## config.mk

```make
export PLATFORM = sky130hd
export DESIGN_NAME = chip_blitter
export DESIGN_NICKNAME = d
export VERILOG_FILES = /design/src/rtl/chip_blitter.sv
export SDC_FILE = /design/constraint.sdc
export NUM_CORES = 1
export LEC_CHECK = 0
export BUFFER_PORTS_ARGS = -buffer_cell sky130_fd_sc_hd__buf_4
export CAP_MARGIN = 20
export CELL_PAD_IN_SITES_DETAIL_PLACEMENT = 0
export CELL_PAD_IN_SITES_GLOBAL_PLACEMENT = 2
export CORE_ASPECT_RATIO = 1.4
export CORE_UTILIZATION = 33
export CTS_BUF_LIST = sky130_fd_sc_hd__clkbuf_8
export DETAILED_ROUTE_END_ITERATION = 10
export GPL_TIMING_DRIVEN = 1
export HOLD_SLACK_MARGIN = 0.08
export PLACE_DENSITY = 0.9
export SETUP_SLACK_MARGIN = 0.05
export SLEW_MARGIN = 20
export SYNTH_ARGS = -nofsm -noshare
export SYNTH_HDL_FRONTEND = slang
export SYNTH_SLANG_ARGS = --single-unit
```

## constraint.sdc

```tcl
create_clock -name clk -period 3.5 [get_ports clk]
set_input_delay 0.35 -clock clk [delete_from_list [all_inputs] [get_ports clk]]
set_output_delay 0.35 -clock clk [all_outputs]
set_load 0.005 [all_outputs]
```

## src/rtl/chip_blitter.sv

```systemverilog
// rtl/chip_blitter.sv - sprite blitter that streams a ROM-held chip image to a VGA pixel port
module chip_blitter #(
    parameter int SPRITE_W = 16,
    parameter int SPRITE_H = 16,
    parameter int COLOUR_W = 8,
    parameter int ROM_LAT  = 1,
    parameter int KEY      = 0,
    parameter int ADDR_W   = 9
) (
    input  logic                clk,
    input  logic                resetn,
    input  logic                start,
    input  logic [1:0]          mode,
    input  logic [7:0]          xin,
    input  logic [6:0]          yin,
    input  logic [COLOUR_W-1:0] bg_colour,
    output logic [ADDR_W-1:0]   rom_addr,
    input  logic [COLOUR_W-1:0] rom_q,
    output logic [7:0]          xout,
    output logic [6:0]          yout,
    output logic [COLOUR_W-1:0] colour,
    output logic                plot,
    output logic                busy,
    output logic                done
);

    localparam int NPIX = SPRITE_W * SPRITE_H;
    localparam int KW   = $clog2(NPIX);
    localparam int XB   = $clog2(SPRITE_W);

    typedef enum logic [1:0] {
        S_IDLE,
        S_FETCH,
        S_DRAIN,
        S_DONE
    } state_t;

    state_t              state, state_nxt;
    logic [KW-1:0]       k;
    logic [1:0]          drain_cnt;
    logic [7:0]          x_l;
    logic [6:0]          y_l;
    logic [1:0]          mode_l;
    logic [COLOUR_W-1:0] bg_l;

    logic                fetch;
    logic                erase_l;
    logic                bank;
    logic [7:0]          x_px;
    logic [6:0]          y_px;

    logic [ROM_LAT-1:0]  pv;
    logic [ROM_LAT-1:0]  pe;
    logic [7:0]          px [ROM_LAT];
    logic [6:0]          py [ROM_LAT];

    assign fetch   = (state == S_FETCH);
    assign erase_l = mode_l[1];
    // Erase always reads the red (bank 0) image as its footprint mask.
    assign bank    = ~mode_l[1] & mode_l[0];
    assign x_px    = x_l + 8'(k[XB-1:0]);
    assign y_px    = y_l + 7'(k[KW-1:XB]);

    always_ff @(posedge clk) begin
        if (!resetn) begin
            state     <= S_IDLE;
            k         <= '0;
            drain_cnt <= '0;
            x_l       <= '0;
            y_l       <= '0;
            mode_l    <= '0;
            bg_l      <= '0;
        end else begin
            state <= state_nxt;
            case (state)
                S_IDLE: begin
                    if (start) begin
                        x_l    <= xin;
                        y_l    <= yin;
                        mode_l <= mode;
                        bg_l   <= bg_colour;
                        k      <= '0;
                    end
                end
                S_FETCH: begin
                    k         <= k + KW'(1);
                    drain_cnt <= '0;
                end
                S_DRAIN: drain_cnt <= drain_cnt + 2'd1;
                default: ;
            endcase
        end
    end

    always_comb begin
        state_nxt = state;
        case (state)
            S_IDLE:  if (start) state_nxt = S_FETCH;
            S_FETCH: if (k == KW'(NPIX - 1)) state_nxt = S_DRAIN;
            S_DRAIN: if (drain_cnt == 2'(ROM_LAT - 1)) state_nxt = S_DONE;
            S_DONE:  state_nxt = S_IDLE;
            default: state_nxt = S_IDLE;
        endcase
    end

    always_comb begin
        rom_addr = '0;
        if (fetch) begin
            rom_addr = ADDR_W'(k) + (bank ? ADDR_W'(NPIX) : ADDR_W'(0));
        end
    end

    // Sideband travels alongside the ROM read so it lines up with rom_q.
    always_ff @(posedge clk) begin
        if (!resetn) begin
            pv <= '0;
            pe <= '0;
            for (int i = 0; i < ROM_LAT; i++) begin
                px[i] <= '0;
                py[i] <= '0;
            end
        end else begin
            pv[0] <= fetch;
            pe[0] <= erase_l;
            px[0] <= x_px;
            py[0] <= y_px;
            for (int i = 1; i < ROM_LAT; i++) begin
                pv[i] <= pv[i-1];
                pe[i] <= pe[i-1];
                px[i] <= px[i-1];
                py[i] <= py[i-1];
            end
        end
    end

    assign xout   = px[ROM_LAT-1];
    assign yout   = py[ROM_LAT-1];
    assign plot   = pv[ROM_LAT-1] && (rom_q != COLOUR_W'(KEY));
    assign colour = pv[ROM_LAT-1] ? (pe[ROM_LAT-1] ? bg_l : rom_q) : '0;
    assign busy   = (state == S_FETCH) || (state == S_DRAIN);
    assign done   = (state == S_DONE);

endmodule
```

; ---- Word level (Yosys, flattened, before mapping)
; Memories as Yosys holds them, arrays and structs flattened.
; Cells that the tools add are included.
[word_totals]
reg_bits = 39
ram_bits = 15
inputBits = 36
out_inout_bits = 35
elab_cells = 54
mem_count = 2
[mem_list]
columns = name, depth, width, rd, rd_clocked_by_memory_dff, wr, line
row1 = px, 1, 8, 1, 0, 1, 54  ; logic [7:0] px [ROM_LAT];
row2 = py, 1, 7, 1, 0, 1, 55  ; logic [6:0] py [ROM_LAT];
[classes]
add_sub_neg = 5
eq_ne = 7
n_mux = 17
bitwise = 2
n_reduce_logical = 12
[op_table]
columns = op, count
row1 = 2-to-1 mux 8 bit, 4
row2 = 2-to-1 mux 9 bit, 2
row3 = case mux 8 bit (2 select lines), 1
row4 = adder 8 x 9 -> 9 bit, 1
row5 = "adder 8 x 1 -> 8 bit, second input constant", 1
row6 = adder 8 x 4 -> 8 bit, 1
row7 = "equality test 8 bit, second input constant", 1
row8 = case mux 2 bit (4 select lines), 1
row9 = nonzero test 8 bit, 1
row10 = OR reduction 8 bit, 1
row11 = adder 7 x 4 -> 7 bit, 1
row12 = 2-to-1 mux 7 bit, 1
row13 = OR reduction 7 bit, 1
row14 = 2-to-1 mux 2 bit, 3
row15 = "equality test 2 bit, second input constant", 2
row16 = logical NOT 2 bit, 2
row17 = 2-to-1 mux 1 bit, 4
row18 = "!= test 2 bit, second input constant", 2
row19 = case mux 2 bit (2 select lines), 1
row20 = AND reduction 2 bit, 2
row21 = nonzero test 2 bit, 2
row22 = AND reduction 3 bit, 1
row23 = "adder 2 x 1 -> 2 bit, second input constant", 1
row24 = "equality test 2 x 1 -> 1 bit, second input constant", 1
row25 = 5 further kinds, 5

; ---- Longest topological paths before layout
; Gate-level depths: netlist (run 1).
[depth]
word_depth = 5
mapped_depth = 7

; ---- Least setup slack after synthesis (run 1)
; Ideal clock, no wire load.
[synth_timing]
path_kind = register to register
start = register k[4]
end = memory py[0][6]
setup_ns = 0.128
arrival_ns = 1.561
required_ns = 3.372
slack_ns = 1.811
stages_incl_launch_ff = 7
synth_period_minus_slack_ns = 1.689
cell_sequence = dfxtp_1 -> ha_1 -> fa_1 -> a211o_1 -> o2111ai_1 -> xor2_1 -> nor2_1
[synth_between]
elab_chain_len = 2
[synth_lines]
columns = item, line
row1 = from (decl), 39  ; logic [KW-1:0] k;
row2 = from (signal assigned), 86  ; k <= k + KW'(1);
row3 = adder 7 x 4 -> 7 bit, 62  ; assign y_px = y_l + 7'(k[KW-1:XB]);
row4 = 2-to-1 mux 7 bit (no source line), -
row5 = to (decl), 55
; No other way between the ends.

; ---- Worst setup path after layout (run 1)
[layout_timing]
start = register state[1]
end = output rom_addr[8]
[layout_between]
elab_chain_len = 2
[layout_lines]
columns = item, line
row1 = from (decl), 38  ; state_t state, state_nxt;
row2 = from (signal assigned), 74  ; state <= state_nxt;
row3 = equality test 2 x 1 -> 1 bit, 57  ; assign fetch = (state == S_FETCH);
row4 = named net fetch, 46  ; logic fetch;
row5 = 2-to-1 mux 9 bit, 108  ; if (fetch) begin
row6 = to (decl), 17  ; output logic [ADDR_W-1:0] rom_addr,
; The timed path passes the listed nets, and every way through them passes these cells.

==> flow_summary.json, run 1 <==
{
  "ir_drop_v": 0.0004037,
  "grt_pass1_wl_um": 9722,
  "area_growth_pct": 27.52,
  "dieArea_um2": 8076,
  "grt_antenna_before_repair": 0,
  "dp_hpwl_um": 4431,
  "layout.cells.non_filler": 468,
  "synthCells": 303,
  "skew_ns": 0.007588,
  "wl_met1_um": 2547,
  "synth_area_um2": 2546,
  "hp-start": "bg_colour[2]",
  "met2_length_um": 2996,
  "synth_common_cells": "nand2_1, dfxtp_1, a21oi_1",
  "cp_num_cells": 4,
  "cts_buffers": 5,
  "top_layer": "met4",
  "worstSkewPairLatency_ns": 0.30,
  "syn_nets": 356,
  "htree_levels": 2,
  "drtPass1Iterations": 4,
  "postSynth.asyncResetShare": 0,
  "hold_path_class": "input pin to flop",
  "layout_min_cycle_time_ns": 2.061,
  "clk_pin_slew_ns": 0.10,
  "power_leakage_uw": 0.001373,
  "drtIter0Drc": 63,
  "synth-edff-count": 0,
  "gp_congestion": 0.7415,
  "arrival_ns": 1.71,
  "cap_violations": 0,
  "drtAntennaViolNets": 0,
  "layout.nets": 423,
  "postCtsHoldBufs": 0,
  "wl_um": 5941,
  "max_slew_margin": 0.3971,
  "drc_errors": 0,
  "r2r_start": "state[1]",
  "rsz0062_at_grt": "no",
  "antennaDiodeCount": 0,
  "ys_top_cells_by_area": "dfxtp_1, nand2_1, a21oi_1",
  "start_kind": "flop",
  "path_cells": "inv_1, ha_1, and3b_1, buf_4",
  "holdPathStages": 3,
  "critPathRequiredTime_ns": 3.15,
  "cts_tree": "done",
  "ctsResizeCount": 0,
  "yosysSeqAreaShare": 0.4246,
  "post-cts-setup-buffers": 0,
  "fin_crit_sh": 0.5888,
  "core_area_um2": 7407,
  "drv_slew": 0,
  "die_w_um": 76.24,
  "outcome": "complete, no violations",
  "end_kind": "output port",
  "critPathBufInv": 2,
  "drive_gt1_frac": 0.2183,
  "gr-total-overflow": 0,
  "fmax_mhz": 485.3,
  "via_per_inst": 4.624,
  "slowest_stage": "ha_1",
  "io_buffers": 70,
  "yosys_warnings": 0,
  "reg2reg_depth": 6,
  "vias": 2164,
  "cp_top_family": "adder cells",
  "groute.usage.overall": 0.1508,
  "crit_type": "flop to output port",
  "ys_dominant_reg_cell": "dfxtp_1",
  "num_rows": 37,
  "grt_pass1_vias": 2015,
  "synth_top_area_share": 0.4246,
  "fill_cells": 802,
  "tightest_slew_ns": 0.9043,
  "yosys_register_bits": 54,
  "dp.cells": 460,
  "setup_tns_ns": 0,
  "cpPeakStageDelay_ns": 0.52,
  "setup_viol": 0,
  "crit_path_start": "state[1]",
  "synth.avg_cell_area_um2": 8.403,
  "synth_top_cell_by_area": "dfxtp_1",
  "finalHoldViolations": 0,
  "synth.most_common_cell": "nand2_1",
  "grt_max_degree": 29,
  "pin_count": 71,
  "critPathMaxFanout": 16,
  "met3_length_um": 292,
  "power_per_cell_area_nw_per_um2": 526.4,
  "die_y_um": 105.9,
  "detail_route.wl_per_cell_um": 12.69,
  "root_buffer": "clkbuf_8",
  "ctsLongestPathBuffers": 2,
  "start_util": 0.3438,
  "holdWs_ns": 0.2806,
  "cts.sink_count": 54,
  "synth_cell_types": 39
}
==> layer usage <==
| layer | GRT usage | up-vias |
|---|---|---|
| met5 | 0 | - |
| met4 | 0.05220 | 0 |
| met3 | 0.03605 | 7 |
| met2 | 0.2696 | 48 |
| met1 | 0.1741 | 964 |
| li1 | - | 1145 |
==> cell families (layout without fill, tap and decap cells) <==
| kind of cell | count (synthesis) | after routing | synth area share |
|---|---|---|---|
| buf+inv | 24 | 92 | 0.03636 |
| fa+ha+maj | 17 | 17 | 0.08944 |
| mux | 10 | 10 | 0.04079 |
| xor+xnor | 10 | 10 | 0.03440 |
| compound gates | 62 | 62 | 0.1405 |
| flops | 54 | 54 | 0.4246 |
| simple gates | 126 | 126 | 0.2339 |
==> worst reg2reg max path, stage by stage (launching register included) <==
cell and delay [ns]:
dfxtp_1 0.34, inv_1 0.12, ha_1 0.52, mux2i_2 0.29, nor4_2 0.37, xnor2_1 0.16
nor2_1 0.05
==> layout make-up <==
class	instances	area, µm²	area share
inverters	12	45.04	0.01387
multi-input cells	225	1373	0.4227
clock inverters	3	17.52	0.005395
clock buffers	5	68.82	0.02119
repair buffers	72	540.5	0.1665
well taps	97	121.4	0.03738
flip-flops and latches	54	1081	0.3329
==> metrics by stage <==
| step | worst slack, ns | area [µm²] | power (µW) | util |
|---|---|---|---|---|
| floorplan | 1.811 | 2546 | 1170 | - |
| global placement | 1.610 | 3161 | 1381 | 0.4267 |
| detailed placement | 1.562 | 3161 | 1395 | 0.4267 |
| CTS | 1.457 | 3247 | 1736 | 0.4383 |
| global route | 1.365 | 3247 | 1838 | 0.4383 |
| finish | 1.439 | 3247 | 1709 | 0.4383 |
==> where the power goes <==
part           switching [µW]  internal (µW)
Sequential               71.8            711
Combinational             327            259
Clock                     201            139
==> registers in the layout, summed over array words and instances, names as in the netlist <==
register / flops
bg_l: 8
drain_cnt: 2
k: 8
mode_l: 2
pe: 1
pv: 1
px: 8
py: 7
state: 2
x_l: 8
y_l: 7
==> final timing paths <==
kind / slack (ns) / to
max reg2reg: 1.54 / k[7]
min reg2reg: 0.46 / mode_l[0]
min: 0.28 / bg_l[2]
max: 1.44 / rom_addr[8]
==> placed cells by master, fill, tap and decap left out, types with 5 or more instances in the layout <==
master | synthesis | routed
o21ai_0 | 6 | 6
nand2b_1 | 7 | 7
nor2_1 | 16 | 16
nor2b_1 | 9 | 9
clkbuf_8 | 0 | 5
buf_4 | 0 | 72
dfxtp_1 | 54 | 54
a21oi_1 | 38 | 38
xnor2_1 | 7 | 7
nand3_1 | 8 | 8
ha_1 | 15 | 15
and2_1 | 14 | 14
mux2i_1 | 9 | 9
nand2_1 | 59 | 59
inv_1 | 11 | 12
No activity file was read; power rests on OpenSTA's default activity.
==> inputs of run 2 (changes only) <==
--- a/config.mk
+++ b/config.mk
@@ -10,12 +10,12 @@
 export CELL_PAD_IN_SITES_DETAIL_PLACEMENT = 0
 export CELL_PAD_IN_SITES_GLOBAL_PLACEMENT = 2
 export CORE_ASPECT_RATIO = 1.4
-export CORE_UTILIZATION = 33
+export CORE_UTILIZATION = 31
 export CTS_BUF_LIST = sky130_fd_sc_hd__clkbuf_8
 export DETAILED_ROUTE_END_ITERATION = 10
 export GPL_TIMING_DRIVEN = 1
 export HOLD_SLACK_MARGIN = 0.08
-export PLACE_DENSITY = 0.9
+export PLACE_DENSITY = 0.86
 export SETUP_SLACK_MARGIN = 0.05
 export SLEW_MARGIN = 20
 export SYNTH_ARGS = -nofsm -noshare
==> constraint.sdc (replaced) <==
create_clock -name clk -period 2.07 [get_ports clk]
set_input_delay 0.207 -clock clk [delete_from_list [all_inputs] [get_ports clk]]
set_output_delay 0.207 -clock clk [all_outputs]
set_load 0.005 [all_outputs]
==> flow_summary.json, run 2 (synthesized netlist as in run 1, its figures left out) <==
{
  "cts_tree": "done",
  "drtAntennaViolNets": 0,
  "place_ws_ns": 0.2715,
  "drtIter0Drc": 89,
  "via_per_inst": 4.682,
  "rsz0062_at_grt": "no",
  "layout.cells.non_filler": 475,
  "slowest_stage": "dfxtp_1",
  "path_cells": "ha_1, inv_1, fa_1, nand2b_1, a21boi_0, nor3_1, nor3_1",
  "final_common_cell": "buf_4",
  "antennaDiodeCount": 0,
  "ir_drop_v": 0.0004493,
  "gr-total-overflow": 0,
  "die_y_um": 109.2,
  "post-cts-setup-buffers": 0,
  "vias": 2224,
  "setup_slack_ns": 0.2651,
  "hold_path_class": "input pin to flop",
  "start_kind": "flop",
  "cts.sink_count": 54,
  "final_cell_mix": "buf_4, nand2_1, dfxtp_1",
  "detail_route.wl_per_cell_um": 12.51,
  "die_w_um": 78.60,
  "drtPass1Iterations": 4,
  "start_util": 0.3246,
  "gp_congestion": 0.7598,
  "worstSkewPairLatency_ns": 0.30,
  "core_area_um2": 7845,
  "grt_antenna_before_repair": 0,
  "groute.usage.overall": 0.1518,
  "num_rows": 38,
  "fmax_mhz": 554.1,
  "io_buffers": 70,
  "drc_errors": 0,
  "end_kind": "flop",
  "drive_gt1_frac": 0.2293,
  "dieArea_um2": 8585,
  "wl_um": 5942,
  "cap_violations": 0,
  "grt_pass1_vias": 2266,
  "grt_max_degree": 33,
  "critPathMaxFanout": 6,
  "setup_viol": 0,
  "drv_slew": 0,
  "postCtsHoldBufs": 0,
  "dp.cells": 467,
  "power_leakage_uw": 0.001399,
  "tightest_slew_ns": 0.5265,
  "area_growth_pct": 30.17,
  "ctsLongestPathBuffers": 2,
  "layout.nets": 427,
  "finalHoldViolations": 0,
  "arrival_ns": 2.03,
  "skew_ns": 0.005625,
  "max_slew_margin": 0.6420,
  "pin_count": 71,
  "outcome": "complete, no violations",
  "grt_pass1_wl_um": 10210,
  "crit_type": "flop to flop",
  "critPathRequiredTime_ns": 2.30,
  "cpPeakStageDelay_ns": 0.42,
  "setup_tns_ns": 0,
  "clk_pin_slew_ns": 0.10,
  "root_buffer": "clkbuf_8",
  "power_per_cell_area_nw_per_um2": 905.9,
  "dp_hpwl_um": 4443,
  "layout_min_cycle_time_ns": 1.805,
  "ctsResizeCount": 0,
  "cts_buffers": 5,
  "cp_common_cell": "nor3_1",
  "fin_crit_sh": 0.8719,
  "htree_levels": 2
}
==> run 2: cell count changes in the layout (fill, tap and decap cells not counted) <==
cell        before  now
clkbuf_8         5    6
inv_1           12   11
clkinvlp_4       0    1
buf_12           0    2
clkinv_4         1    0
buf_4           72   74
==> run 2: layout make-up <==
type	count	area (µm²)
Clock buffer	6	82.58
Clock inverter	2	12.51
Fill cell	816	4531
Inverter	12	45.04
Multi-Input combinational cell	225	1373
Sequential cell	54	1081
Tap cell	100	125.1
Timing Repair Buffer	76	595.6
==> run 2: worst paths after layout <==
kind	start	to	slack (ns)	cells after the start
min reg2reg	bg_l[7]	bg_l[7]	0.46	2
max	k[0]	px[0][4]	0.27	7
min	yin[1]	y_l[1]	0.14	3
max reg2reg	k[0]	px[0][4]	0.27	7
==> run 2: worst max-delay path: cells and delay by family (launching register included) <==
family	cells	cell delay, ns
buf+inv	1	0.06
fa+ha+maj	2	0.60
flops	1	0.42
compound gates	1	0.24
simple gates	3	0.41
==> run 2: power by group <==
| part | switching, µW | total, µW | internal (µW) |
|---|---|---|---|
| clock network | 340 | 609 | 270 |
| registers | 120 | 1320 | 1200 |
| logic | 576 | 1070 | 495 |
==> run 2: per-layer routing <==
| metal | up-vias | track usage | part of all wire |
|---|---|---|---|
| met4 | 0 | 0.05820 | 0.017 |
| met5 | - | 0 | 0 |
| met3 | 8 | 0.03347 | 0.048 |
| met1 | 1013 | 0.1783 | 0.43 |
| li1 | 1156 | - | - |
| met2 | 47 | 0.2665 | 0.50 |
==> run 2: per-stage QoR <==
step,cell area [µm²],hold WS [ns],total power [µW],utilization
2_1_floorplan,2546,0.3430,1979,-
3_3_place_gp,3219,0.4426,2426,0.4104
3_5_place_dp,3219,0.4478,2438,0.4104
4_1_cts,3314,0.1281,3058,0.4225
5_1_grt,3314,0.1251,3253,0.4225
6_report,3314,0.1361,3002,0.4225
